$ cat config.mk
export PLATFORM = sky130hd
export DESIGN_NAME = note_scroller
export DESIGN_NICKNAME = d
export VERILOG_FILES = /design/src/rtl/note_scroller_pkg.sv /design/src/rtl/note_scroller_sprite_scan_counter.sv /design/src/rtl/note_scroller.sv
export SDC_FILE = /design/constraint.sdc
export NUM_CORES = 1
export LEC_CHECK = 0
export BUFFER_PORTS_ARGS = -buffer_cell sky130_fd_sc_hd__clkbuf_2
export CORE_ASPECT_RATIO = 0.7
export CORE_MARGIN = 3
export CORE_UTILIZATION = 45
export DETAILED_ROUTE_END_ITERATION = 7
export GPL_TIMING_DRIVEN = 0
export PLACE_DENSITY = 0.68
export SETUP_SLACK_MARGIN = 0.15
export SLEW_MARGIN = 20
export SYNTH_ARGS = -nofsm -noshare
export SYNTH_HDL_FRONTEND = slang
export SYNTH_HIERARCHICAL = 1
export SYNTH_SLANG_ARGS = --single-unit
$ cat constraint.sdc
create_clock -name clock -period 2.1 [get_ports clock]
set_clock_uncertainty 0.1 [all_clocks]
set_input_delay 0.105 -clock clock [delete_from_list [all_inputs] [get_ports clock]]
set_output_delay 0.105 -clock clock [all_outputs]
set_load 0.05 [all_outputs]
$ cat src/rtl/note_scroller_pkg.sv
// Shared definitions for the note scroller: FSM state encoding and the
// colour constants used by the note lanes (red don, blue ka, black erase).
package note_scroller_pkg;

  typedef enum logic [2:0] {
    IDLE  = 3'd0,
    DRAW  = 3'd1,
    WAIT  = 3'd2,
    ERASE = 3'd3,
    MOVE  = 3'd4,
    DONE  = 3'd5
  } state_t;

  localparam logic [2:0] RED   = 3'b100;
  localparam logic [2:0] BLUE  = 3'b001;
  localparam logic [2:0] BLACK = 3'b000;

endpackage

$ cat src/rtl/note_scroller_sprite_scan_counter.sv
// Pixel scan counter for a SIZE x SIZE sprite.
// px is the inner (fast) index, py the outer index, both 0..SIZE-1.
// Ports:
//   clock, reset  : clock and asynchronous active-high reset
//   clear         : synchronous return to pixel (0,0)
//   enable        : advance one pixel
//   px, py        : current pixel offsets within the sprite
//   last          : current pixel is (SIZE-1, SIZE-1)
// SIZE is a power of two, so both counters wrap to 0 on their own after
// the last pixel.
module sprite_scan_counter #(
  parameter int SIZE = 4,
  parameter int CW   = $clog2(SIZE)
) (
  input  logic          clock,
  input  logic          reset,
  input  logic          clear,
  input  logic          enable,
  output logic [CW-1:0] px,
  output logic [CW-1:0] py,
  output logic          last
);

  localparam logic [CW-1:0] MAX = CW'(SIZE - 1);

  always_ff @(posedge clock or posedge reset) begin
    if (reset) begin
      px <= '0;
      py <= '0;
    end else if (clear) begin
      px <= '0;
      py <= '0;
    end else if (enable) begin
      px <= px + 1'b1;
      if (px == MAX) py <= py + 1'b1;
    end
  end

  assign last = (px == MAX) && (py == MAX);

endmodule

$ cat src/rtl/note_scroller.sv
// Note scroller: animates one SIZE x SIZE note sprite right-to-left toward
// the hit line, emitting pixel-plot writes for the VGA adapter.
// Each frame tick erases the sprite, steps x left by STEP and redraws it.
// Ports:
//   clock, reset      : clock and asynchronous active-high reset
//   go                : start a note (IDLE only); latches start_x/start_y/colour_in
//   frame_tick        : one-cycle pulse per frame (honoured only in WAIT)
//   busy              : note in flight
//   plot, out_x/out_y/out_colour : registered pixel write
//   cur_x             : current left-edge x
//   finished          : one-cycle pulse when the note leaves the lane
// Optional feature macro NOTE_SCROLLER_HIT_EN adds input hit and output
// hit_ok: a hit in WAIT erases the note and finishes it where it stands.
module note_scroller
  import note_scroller_pkg::*;
#(
  parameter int         X_W       = 8,
  parameter int         Y_W       = 7,
  parameter int         SIZE      = 4,
  parameter int         STEP      = 4,
  parameter int         END_X     = 0,
  parameter logic [2:0] BG_COLOUR = 3'b000
) (
  input  logic           clock,
  input  logic           reset,
  input  logic           go,
  input  logic           frame_tick,
  input  logic [X_W-1:0] start_x,
  input  logic [Y_W-1:0] start_y,
  input  logic [2:0]     colour_in,
`ifdef NOTE_SCROLLER_HIT_EN
  input  logic           hit,
  output logic           hit_ok,
`endif
  output logic           busy,
  output logic           plot,
  output logic [X_W-1:0] out_x,
  output logic [Y_W-1:0] out_y,
  output logic [2:0]     out_colour,
  output logic [X_W-1:0] cur_x,
  output logic           finished
);

  localparam int CW = $clog2(SIZE);
  // One extra bit so END_X+STEP never wraps in the finish test.
  localparam logic [X_W:0] LIMIT = (X_W+1)'(END_X + STEP);

  state_t         state, next_state;
  logic [X_W-1:0] x;
  logic [Y_W-1:0] y;
  logic [2:0]     col;
  logic           load, step_x, scanning, hit_pend;
  logic [CW-1:0]  px, py;
  logic           last;

  assign scanning = (state == DRAW) || (state == ERASE);
  assign cur_x    = x;

  sprite_scan_counter #(.SIZE(SIZE), .CW(CW)) u_scan (
    .clock  (clock),
    .reset  (reset),
    .clear  (!scanning),
    .enable (scanning),
    .px     (px),
    .py     (py),
    .last   (last)
  );

`ifdef NOTE_SCROLLER_HIT_EN
  localparam logic [X_W:0] HIT_LIMIT = (X_W+1)'(END_X + 2*STEP);
  logic set_hit;

  always_ff @(posedge clock or posedge reset) begin
    if (reset) begin
      hit_pend <= 1'b0;
      hit_ok   <= 1'b0;
    end else begin
      if (set_hit)            hit_pend <= 1'b1;
      else if (state == DONE) hit_pend <= 1'b0;
      hit_ok <= (next_state == DONE) && hit_pend && ({1'b0, x} <= HIT_LIMIT);
    end
  end
`else
  assign hit_pend = 1'b0;
`endif

  always_ff @(posedge clock or posedge reset) begin
    if (reset) state <= IDLE;
    else       state <= next_state;
  end

  always_comb begin
    next_state = state;
    load       = 1'b0;
    step_x     = 1'b0;
`ifdef NOTE_SCROLLER_HIT_EN
    set_hit    = 1'b0;
`endif
    case (state)
      IDLE: if (go) begin
        load       = 1'b1;
        next_state = DRAW;
      end
      DRAW: if (last) next_state = WAIT;
      WAIT: begin
`ifdef NOTE_SCROLLER_HIT_EN
        if (hit) begin
          set_hit    = 1'b1;
          next_state = ERASE;
        end else
`endif
        if (frame_tick) next_state = ERASE;
      end
      ERASE: if (last) next_state = MOVE;
      MOVE: begin
        if (hit_pend || ({1'b0, x} < LIMIT)) begin
          next_state = DONE;
        end else begin
          step_x     = 1'b1;
          next_state = DRAW;
        end
      end
      DONE:    next_state = IDLE;
      default: next_state = IDLE;
    endcase
  end

  // Pixel outputs are registered from the scan position, so each plot
  // appears one cycle after its DRAW/ERASE cycle.
  always_ff @(posedge clock or posedge reset) begin
    if (reset) begin
      x          <= '0;
      y          <= '0;
      col        <= '0;
      plot       <= 1'b0;
      out_x      <= '0;
      out_y      <= '0;
      out_colour <= '0;
      busy       <= 1'b0;
      finished   <= 1'b0;
    end else begin
      if (load) begin
        x   <= start_x;
        y   <= start_y;
        col <= colour_in;
      end else if (step_x) begin
        x <= x - X_W'(STEP);
      end
      plot <= scanning;
      if (scanning) begin
        out_x      <= x + X_W'(px);
        out_y      <= y + Y_W'(py);
        out_colour <= (state == ERASE) ? BG_COLOUR : col;
      end
      busy     <= (next_state != IDLE) && (next_state != DONE);
      finished <= (next_state == DONE);
    end
  end

endmodule

==> impl_metrics.toml, run 1 <==
[finish]
drive_above_1_share = 0.326
final.fill_count = 446
areaGrowthSynthToFinish_pct = 29.2
multiInputGateArea_um2 = 1020
layout.nets = 329
layout.core_utilization = 0.612
final_cell_mix = "sky130_fd_sc_hd__clkbuf_2 (50), sky130_fd_sc_hd__dfrtp_1 (42), sky130_fd_sc_hd__nand2_1 (28)"
final_area_um2 = 2960
layout.cells.most_common = "sky130_fd_sc_hd__clkbuf_2"
layout.area.seq_um2 = 1160
diodes = 0
final-instance-count-excl-fill = 367

[logic_synthesis]
synth_nets = 247
ys_types = 38
synth_area_per_inst_um2 = 10.6
synthSimpleGateAreaFrac = 0.147
yosys_register_bits = 46
seq_area_frac_synth = 0.503
synth_compound_gate_area_share = 0.121
yosys-mux-area-fraction = 0.0623
synth_top_family_by_area = "simple AND/OR/NAND/NOR gates"
synthesis.yosys.warnings = 6
adder_cell_share_of_the_synthesized_area = 0.0612
synth_edf_count = 0
syn-cell-area_um2 = 2290
synthXorXnorAreaFrac = 0.0497
post_synth_top_flop = "sky130_fd_sc_hd__dfrtp_1"
ys_async_sr_fraction = 1.00
post_synth_inst_count = 215

[detailed_routing]
wl_per_cell_um = 13.4
detail_route.first_pass.iterations = 4
vias_per_cell = 4.82
post-route-drc-count = 0
finalWirelength_mm = 4.92
drt_iter0_markers = 59
ant_nets = 0
vias = 1770

[worst_setup_path]
critical_path.max_fanout = 3
startpoint_of_the_most_critical_register_to_register_path = "u_scan/px[0]"
crit_path_top_delay_cell = "sky130_fd_sc_hd__fa_1"
startpoint_type_of_the_worst_setup_path = "flip-flop"
timing.reg2reg.setup_slack_ns = 0.21
worstPathCellList = "ha_1 > inv_1 > fa_1 > nor2b_2 > nand3_1 > xor2_1 > o21ai_0"
critical_path.max_stage_delay_ns = 0.42
worstSetupEndpointType = "flip-flop"
critical_path_class = "flip-flop to flip-flop"
capture_instance_of_the_worst_register_to_register_path = "out_x[6]"
cp_data_required_time_ns = 2.23
worstPathArrival_ns = 2.02
worstRegToRegCells = 7

[sta]
max_slew.worst_pin.slew_ns = 0.502
grt_setup_unrepaired = "true"
final_min_period_over_clock_period = 0.901
maxClockFrequency_ghz = 0.529
slew_headroom = 0.665
min_period_ns = 1.89
setup_slack_ns = 0.209
report.final.setup_viol = 0
tns_ns = 0
timing_max_transition_violations_final = 0
count_of_final_hold_check_violations = 0
fin_worst_hold_slack_ns = 0.0161

[clock_tree]
cts_root_buffer = "sky130_fd_sc_hd__clkbuf_8"
worstSkewPairLatency_ns = 0.30
clock_path_buffers = 2
cts_inserted_buffers = 5
clock_tree.htree_level_count = 2
cts_tree = "done"
clock_tree_sinks = 46
clk_pin_slew_worst_paths_ns = 0.09

[grt]
grt_first_pass_wirelength_mm = 8.33
first_global_vias = 1704
number_of_antenna_violations_at_the_first_check_in_global_routing = 0
global_route.overflow_total = 0
gr-usage-all-layers = 0.178
grt_start_max_net_pins = 26

[placement]
placement.cell_area_um2 = 2650
place.port_buffers = 50
post-place-cells = 335
pre_cts_slack_ns = 0.110
estimated_wirelength_of_the_detail_placed_design_mm = 3.57
routabilityCongestion = 0.787

[pwr]
power.density_cell_area_nw_per_um2 = 1500
ir_drop_mv = 0.748
cellLeakagePower_nw = 1.36
power.total_mw = 4.45

[min_path]
min_delay_worst_endpoint = "cur_x[7]"
worst_hold_path.num_cells = 3
hold_path_class = "input pin to flip-flop"
min-delay-start = "start_x[7]"

[run]
cap_viol_max_count = 0

[floorplan]
placement_rows = 21
dieHeight_um = 65.7
core_area_um2 = 4830
floorplan_die_area_um2 = 5990
boundaryPins = 51
die_w_um = 91.3
starting_utilization_of_the_core_area = 0.474

[status]
status = "completed"
synthesized netlist by cell type, types with 2 or more instances:
cell | n | area [um^2]
sky130_fd_sc_hd__dfrtp_1 | 46 | 1150
sky130_fd_sc_hd__nand2_1 | 28 | 105
sky130_fd_sc_hd__nor2_1 | 16 | 60.1
sky130_fd_sc_hd__o21ai_0 | 15 | 75.1
sky130_fd_sc_hd__inv_1 | 11 | 41.3
sky130_fd_sc_hd__mux2_2 | 10 | 113
sky130_fd_sc_hd__ha_1 | 8 | 100
sky130_fd_sc_hd__o21ai_1 | 8 | 40.0
sky130_fd_sc_hd__xnor2_1 | 8 | 70.1
sky130_fd_sc_hd__a21oi_1 | 7 | 35.0
sky130_fd_sc_hd__buf_2 | 5 | 25.0
sky130_fd_sc_hd__nor2b_1 | 5 | 31.3
sky130_fd_sc_hd__xor2_1 | 5 | 43.8
sky130_fd_sc_hd__nand2b_1 | 4 | 25.0
sky130_fd_sc_hd__o2bb2ai_1 | 4 | 35.0
sky130_fd_sc_hd__buf_4 | 3 | 22.5
sky130_fd_sc_hd__mux2i_1 | 3 | 30.0
sky130_fd_sc_hd__nand3_1 | 3 | 15.0
sky130_fd_sc_hd__nor3_1 | 3 | 15.0
sky130_fd_sc_hd__a21bo_1 | 2 | 20.0
sky130_fd_sc_hd__a22oi_1 | 2 | 15.0
sky130_fd_sc_hd__fa_1 | 2 | 40.0
sky130_fd_sc_hd__nand3b_1 | 2 | 15.0
metal layers:
metal,track usage,vias up,share of wire,wire [um]
li1,-,891,-,-
met1,0.264,823,0.52,2540
met2,0.255,50,0.41,2030
met3,0.0446,6,0.060,294
met4,0.0564,0,0.012,58
met5,0,-,0,0
how the worst max path moves through the flow:
stage | end | slack, ns | start
final | out_x[6] | 0.21 | u_scan/px[0]
after global routing | cur_x[2] | 0.12 | cur_x[2]
after CTS | cur_x[2] | 0.16 | cur_x[2]
after detailed placement | cur_x[4] | 0.11 | cur_x[2]
after global placement | cur_x[6] | 0.15 | cur_x[2]
after floorplan | cur_x[7] | 0.16 | cur_x[2]
cell type report:
class | instances | share of cell area
multi-input cells | 146 | 0.343
clock buffers | 8 | 0.0271
inverters | 12 | 0.0152
well taps | 69 | 0.0292
plain buffers | 11 | 0.0279
flip-flops and latches | 46 | 0.391
repair buffers | 75 | 0.167
registers in the layout, indices dropped and copies added (netlist names):
| register | flops |
|---|---|
| plot | 1 |
| state | 3 |
| u_scan/py | 2 |
| busy | 1 |
| out_colour | 3 |
| out_x | 8 |
| col | 3 |
| finished | 1 |
| y | 7 |
| cur_x | 8 |
| out_y | 7 |
| u_scan/px | 2 |
power breakdown:
part	switching [mW]	leakage (nW)	internal, mW
sequential	0.293	0.571	1.26
clock	0.289	0.0395	0.237
combinational	1.54	0.752	0.830
total	2.12	1.36	2.33
cells by family (layout without fill, tap and decap cells):
family / count (synthesis) / after routing
DFF: 46 / 46
muxes: 13 / 13
AOI/OAI and AO/OA: 43 / 43
and+or+nand+nor: 67 / 67
buffers and inverters: 23 / 106
xor gates and xnor gates: 13 / 13
adders and majority gates: 10 / 10
what timing repair did:
action | 4_1_cts | 5_1_grt
buffers inserted | 1 | 6
setup endpoints to repair | 4 | 8
hold buffers | 17 | 0
gates resized for setup | 0 | 2
gates cloned | 0 | 0
pin swaps | 1 | 2
endpoints found under the hold margin | 37 | 0
critical path: cells and delay by family (launching register included):
family,cells,cell delay [ns]
and+or+nand+nor,2,0.29
xor gates and xnor gates,1,0.15
DFF,1,0.40
AOI/OAI and AO/OA,1,0.15
adders and majority gates,2,0.67
buffers and inverters,1,0.07
Power figures use the tool's default switching activity.
==> run 2, diff against run 1 <==
Settings changed: CORE_UTILIZATION 45 to 54, PLACE_DENSITY 0.68 to 0.8.
Clock period 2.1 ns to 2.03 ns, I/O delays scaled along.
==> impl_metrics.toml, run 2 (synthesis gave the netlist of run 1 again) <==
[status]
status = "completed"

[sta]
maxClockFrequency_ghz = 0.555
min_period_ns = 1.80
grt_setup_unrepaired = "false"
max_slew.worst_pin.slew_ns = 0.509
report.final.setup_viol = 0
tns_ns = 0
slew_headroom = 0.661
count_of_final_hold_check_violations = 0
final_min_period_over_clock_period = 0.888
timing_max_transition_violations_final = 0

[detailed_routing]
wl_per_cell_um = 14.3
post-route-drc-count = 0
ant_nets = 0
detail_route.first_pass.iterations = 4
vias = 1798
drt_iter0_markers = 65
vias_per_cell = 5.20
finalWirelength_mm = 4.95

[worst_setup_path]
worstRegToRegCells = 7
timing.reg2reg.setup_slack_ns = 0.23
worstPathArrival_ns = 1.92
startpoint_type_of_the_worst_setup_path = "flip-flop"
critical_path.max_fanout = 3
cp_data_required_time_ns = 2.15
worstSetupEndpointType = "flip-flop"
critical_path_class = "flip-flop to flip-flop"
startpoint_of_the_most_critical_register_to_register_path = "u_scan/px[0]"
capture_instance_of_the_worst_register_to_register_path = "out_x[6]"

[clock_tree]
clock_path_buffers = 2
worstSkewPairLatency_ns = 0.29
cts_inserted_buffers = 5
clock_tree_sinks = 46
cts_root_buffer = "sky130_fd_sc_hd__clkbuf_8"
clk_pin_slew_worst_paths_ns = 0.08
clock_tree.htree_level_count = 2
cts_tree = "done"

[min_path]
min_delay_worst_endpoint = "cur_x[5]"
worst_hold_path.num_cells = 3
min-delay-start = "start_x[5]"
hold_path_class = "input pin to flip-flop"

[finish]
diodes = 0
final_area_um2 = 2940
final-instance-count-excl-fill = 346
final_cell_mix = "sky130_fd_sc_hd__clkbuf_2 (50), sky130_fd_sc_hd__dfrtp_1 (41), sky130_fd_sc_hd__nand2_1 (28)"
layout.cells.most_common = "sky130_fd_sc_hd__clkbuf_2"
layout.nets = 326
areaGrowthSynthToFinish_pct = 28.2
drive_above_1_share = 0.347

[placement]
routabilityCongestion = 0.806
placement.cell_area_um2 = 2650
post-place-cells = 318
estimated_wirelength_of_the_detail_placed_design_mm = 3.58
place.port_buffers = 50

[pwr]
p_sw_mw = 2.23
cellLeakagePower_nw = 1.35
power.density_cell_area_nw_per_um2 = 1580
pwr-share-clk = 0.113
ir_drop_mv = 0.968
power.share.combinational = 0.535
sw_ratio = 0.481
seq_power_share = 0.352
cell_internal_pwr_mw = 2.40

[floorplan]
floorplan_die_area_um2 = 5070
core_area_um2 = 3990
dieHeight_um = 60.5
boundaryPins = 51
starting_utilization_of_the_core_area = 0.573
die_w_um = 83.8
placement_rows = 19

[grt]
global_route.overflow_total = 0
first_global_vias = 1712
grt_start_max_net_pins = 25
number_of_antenna_violations_at_the_first_check_in_global_routing = 0
gr-usage-all-layers = 0.217
grt_first_pass_wirelength_mm = 8.48

[run]
cap_viol_max_count = 0
-- run 2: power by group through the flow --
stage | clock, mW | sequential [mW] | combinational, mW
floorplan | 0 | 2.32 | 1.13
detailed placement | 0 | 1.66 | 2.36
finish | 0.525 | 1.63 | 2.48
global placement | 0 | 1.63 | 2.29
CTS | 0.540 | 1.65 | 2.39
global route | 0.584 | 1.68 | 2.72
-- run 2: worst max-delay path by stage --
stage | slack, ns | start | end | cells past startpoint
2_1_floorplan | 0.16 | cur_x[2] | cur_x[7] | 6
3_3_place_gp | 0.17 | reset | cur_x[2] | 2
3_5_place_dp | 0.16 | u_scan/px[0] | out_x[6] | 7
4_1_cts | 0.19 | u_scan/px[0] | out_x[6] | 7
5_1_grt | 0.14 | u_scan/px[0] | out_x[6] | 7
6_report | 0.23 | u_scan/px[0] | out_x[6] | 7
-- run 2: critical path: stages, from the launching register on --
cell and delay (ns):
sky130_fd_sc_hd__dfrtp_2 0.42, sky130_fd_sc_hd__ha_4 0.17, sky130_fd_sc_hd__inv_1 0.05, sky130_fd_sc_hd__fa_1 0.42, sky130_fd_sc_hd__nor2b_2 0.18, sky130_fd_sc_hd__nand3_1 0.11
sky130_fd_sc_hd__xor2_1 0.15, sky130_fd_sc_hd__o21ai_0 0.14
-- run 2: what timing repair did --
item                       in CTS  in global routing
setup buffers                   1                  5
gates resized for setup         1                  2
pin swaps                       1                  1
hold buffers                   15                  0
hold endpoints to repair       36                  0
setup endpoints to repair       3                  8
-- run 2: final cells by class --
cell class,count,area [um^2]
multi-input combinational,146,1030
fill,293,1060
inverter,12,45.0
clock buffer,5,68.8
sequential,46,1160
clock inverter,2,10.0
buffer,11,82.6
timing repair buffer,72,473
tap,52,65.1
-- run 2: metal layers --
metal / up-vias / routed length (um) / GRT usage
met3: 7 / 304 / 0.0488
met2: 57 / 2170 / 0.334
li1: 882 / - / -
met1: 852 / 2420 / 0.310
met4: 0 / 62 / 0.0780
met5: - / 0 / 0
-- run 2: stage by stage --
step | utilization | hold WS [ns] | setup WS (ns) | power [mW]
finish | 0.735 | 0.00915 | 0.228 | 4.63
global route | 0.735 | 0.00626 | 0.145 | 4.98
CTS | 0.724 | 0.00749 | 0.190 | 4.58
detailed placement | 0.664 | -0.0958 | 0.157 | 4.02
global placement | 0.657 | -0.106 | 0.167 | 3.92
floorplan | - | -0.232 | 0.163 | 3.44
==> run 3, diff against run 2 <==
--- a/constraint.sdc
+++ b/constraint.sdc
@@ -3,3 +3,3 @@
 set_input_delay 0.1015 -clock clock [delete_from_list [all_inputs] [get_ports clock]]
 set_output_delay 0.1015 -clock clock [all_outputs]
-set_load 0.05 [all_outputs]
+set_load 0.01 [all_outputs]
==> impl_metrics.toml, run 3 (synthesis gave the netlist of run 1 again) <==
[finish]
final_cell_mix = "sky130_fd_sc_hd__clkbuf_2 (50), sky130_fd_sc_hd__dfrtp_1 (44), sky130_fd_sc_hd__nand2_1 (28)"
layout.cells.most_common = "sky130_fd_sc_hd__clkbuf_2"
final-instance-count-excl-fill = 347
drive_above_1_share = 0.339
layout.core_utilization = 0.741
diodes = 0
areaGrowthSynthToFinish_pct = 29.3
layout.nets = 327

[floorplan]
dieHeight_um = 60.5
placement_rows = 19
starting_utilization_of_the_core_area = 0.573
boundaryPins = 51
core_area_um2 = 3990
die_w_um = 83.8
floorplan_die_area_um2 = 5070

[sta]
report.final.setup_viol = 0
max_slew.worst_pin.slew_ns = 0.508
min_period_ns = 1.82
count_of_final_hold_check_violations = 0
tns_ns = 0
grt_setup_unrepaired = "false"
maxClockFrequency_ghz = 0.551
fin_worst_hold_slack_ns = 0.00372
timing_max_transition_violations_final = 0
slew_headroom = 0.661
final_min_period_over_clock_period = 0.894

[placement]
routabilityCongestion = 0.779
estimated_wirelength_of_the_detail_placed_design_mm = 3.57
place.port_buffers = 50
post-place-cells = 318

[min_path]
hold_path_class = "input pin to flip-flop"
min-delay-start = "start_x[5]"

[worst_setup_path]
startpoint_type_of_the_worst_setup_path = "flip-flop"
worstPathArrival_ns = 1.94
startpoint_of_the_most_critical_register_to_register_path = "cur_x[0]"
critical_path.max_fanout = 3
startpoint = "cur_x[0]"
critical_path_class = "flip-flop to flip-flop"
worstSetupEndpointType = "flip-flop"
cp_data_required_time_ns = 2.15

[grt]
global_route.overflow_total = 0
gr-usage-all-layers = 0.217
grt_first_pass_wirelength_mm = 8.58
first_global_vias = 1763
number_of_antenna_violations_at_the_first_check_in_global_routing = 0
grt_start_max_net_pins = 27

[detailed_routing]
ant_nets = 0
vias = 1795
drt_iter0_markers = 105
finalWirelength_mm = 5.14
wl_per_cell_um = 14.8
detail_route.first_pass.iterations = 4
vias_per_cell = 5.17
post-route-drc-count = 0

[clock_tree]
clock_tree.htree_level_count = 2
cts_root_buffer = "sky130_fd_sc_hd__clkbuf_8"
cts_tree = "done"
worstSkewPairLatency_ns = 0.30
clk_pin_slew_worst_paths_ns = 0.09
clock_tree_sinks = 46
clock_path_buffers = 2
cts_inserted_buffers = 5

[status]
status = "completed"

[run]
cap_viol_max_count = 0

[pwr]
cellLeakagePower_nw = 1.37
power.density_cell_area_nw_per_um2 = 1410
ir_drop_mv = 0.853
-- run 3: cell types whose count changed in the layout (fill, tap and decap cells not counted), sizes merged --
cell and delta:
bufinv +1, clkinv -2, buf +1, clkbuf +1
-- run 3: stage by stage --
step	cell area, um^2	setup WS (ns)	power, mW
CTS	2910	0.163	4.09
finish	2960	0.215	4.18
global placement	2610	0.0555	3.25
floorplan	2290	0.206	2.78
detailed placement	2630	0.0136	3.34
global route	2960	0.137	4.52
-- run 3: power by group --
group          switching (mW)  leakage (nW)  internal (mW)
clock network           0.304        0.0573          0.394
logic                    1.00         0.744          0.879
registers               0.299         0.573           1.30
-- run 3: path summary, 6_finish.rpt --
| path | end | slack, ns | cells after the start |
|---|---|---|---|
| hold / removal | cur_x[5] | 0.004 | 3 |
| setup reg to reg | out_x[6] | 0.21 | 7 |
| min in group asynchronous | u_scan/px[0] | 0.13 | 3 |
| max in group asynchronous | cur_x[2] | 1.14 | 4 |
| setup / recovery | out_x[6] | 0.21 | 7 |
| hold reg to reg | out_x[1] | 0.38 | 2 |
-- run 3: what timing repair did --
| action | in CTS | in global routing |
|---|---|---|
| pin swaps | 1 | 2 |
| resized for setup | 1 | 7 |
| endpoints found under the setup margin | 6 | 8 |
| buffers inserted | 3 | 4 |
| endpoints found under the hold margin | 34 | 0 |
| hold buffers | 15 | 0 |
-- run 3: cell type report --
cell class                      count  area, um^2
Tap cell                           52        65.1
Timing Repair Buffer               73         473
Inverter                           12        45.0
Sequential cell                    46        1150
Buffer                             11        82.6
Fill cell                         282        1030
Clock inverter                      1        30.0
Multi-Input combinational cell    146        1030
Clock buffer                        6        82.6
-- run 3: worst max-delay path, cell delays in order (launching register included) --
cell and delay, ns:
sky130_fd_sc_hd__dfrtp_1 0.40, sky130_fd_sc_hd__ha_2 0.22, sky130_fd_sc_hd__inv_1 0.06, sky130_fd_sc_hd__fa_1 0.42
sky130_fd_sc_hd__nor2b_2 0.16, sky130_fd_sc_hd__nand3_1 0.10, sky130_fd_sc_hd__xor2_1 0.14, sky130_fd_sc_hd__o21ai_0 0.14
-- run 3: routing by layer --
metal,track usage,part of all wire
met3,0.0502,0.066
met4,0.0619,0.0082
met2,0.351,0.46
met1,0.299,0.46
met5,0,0
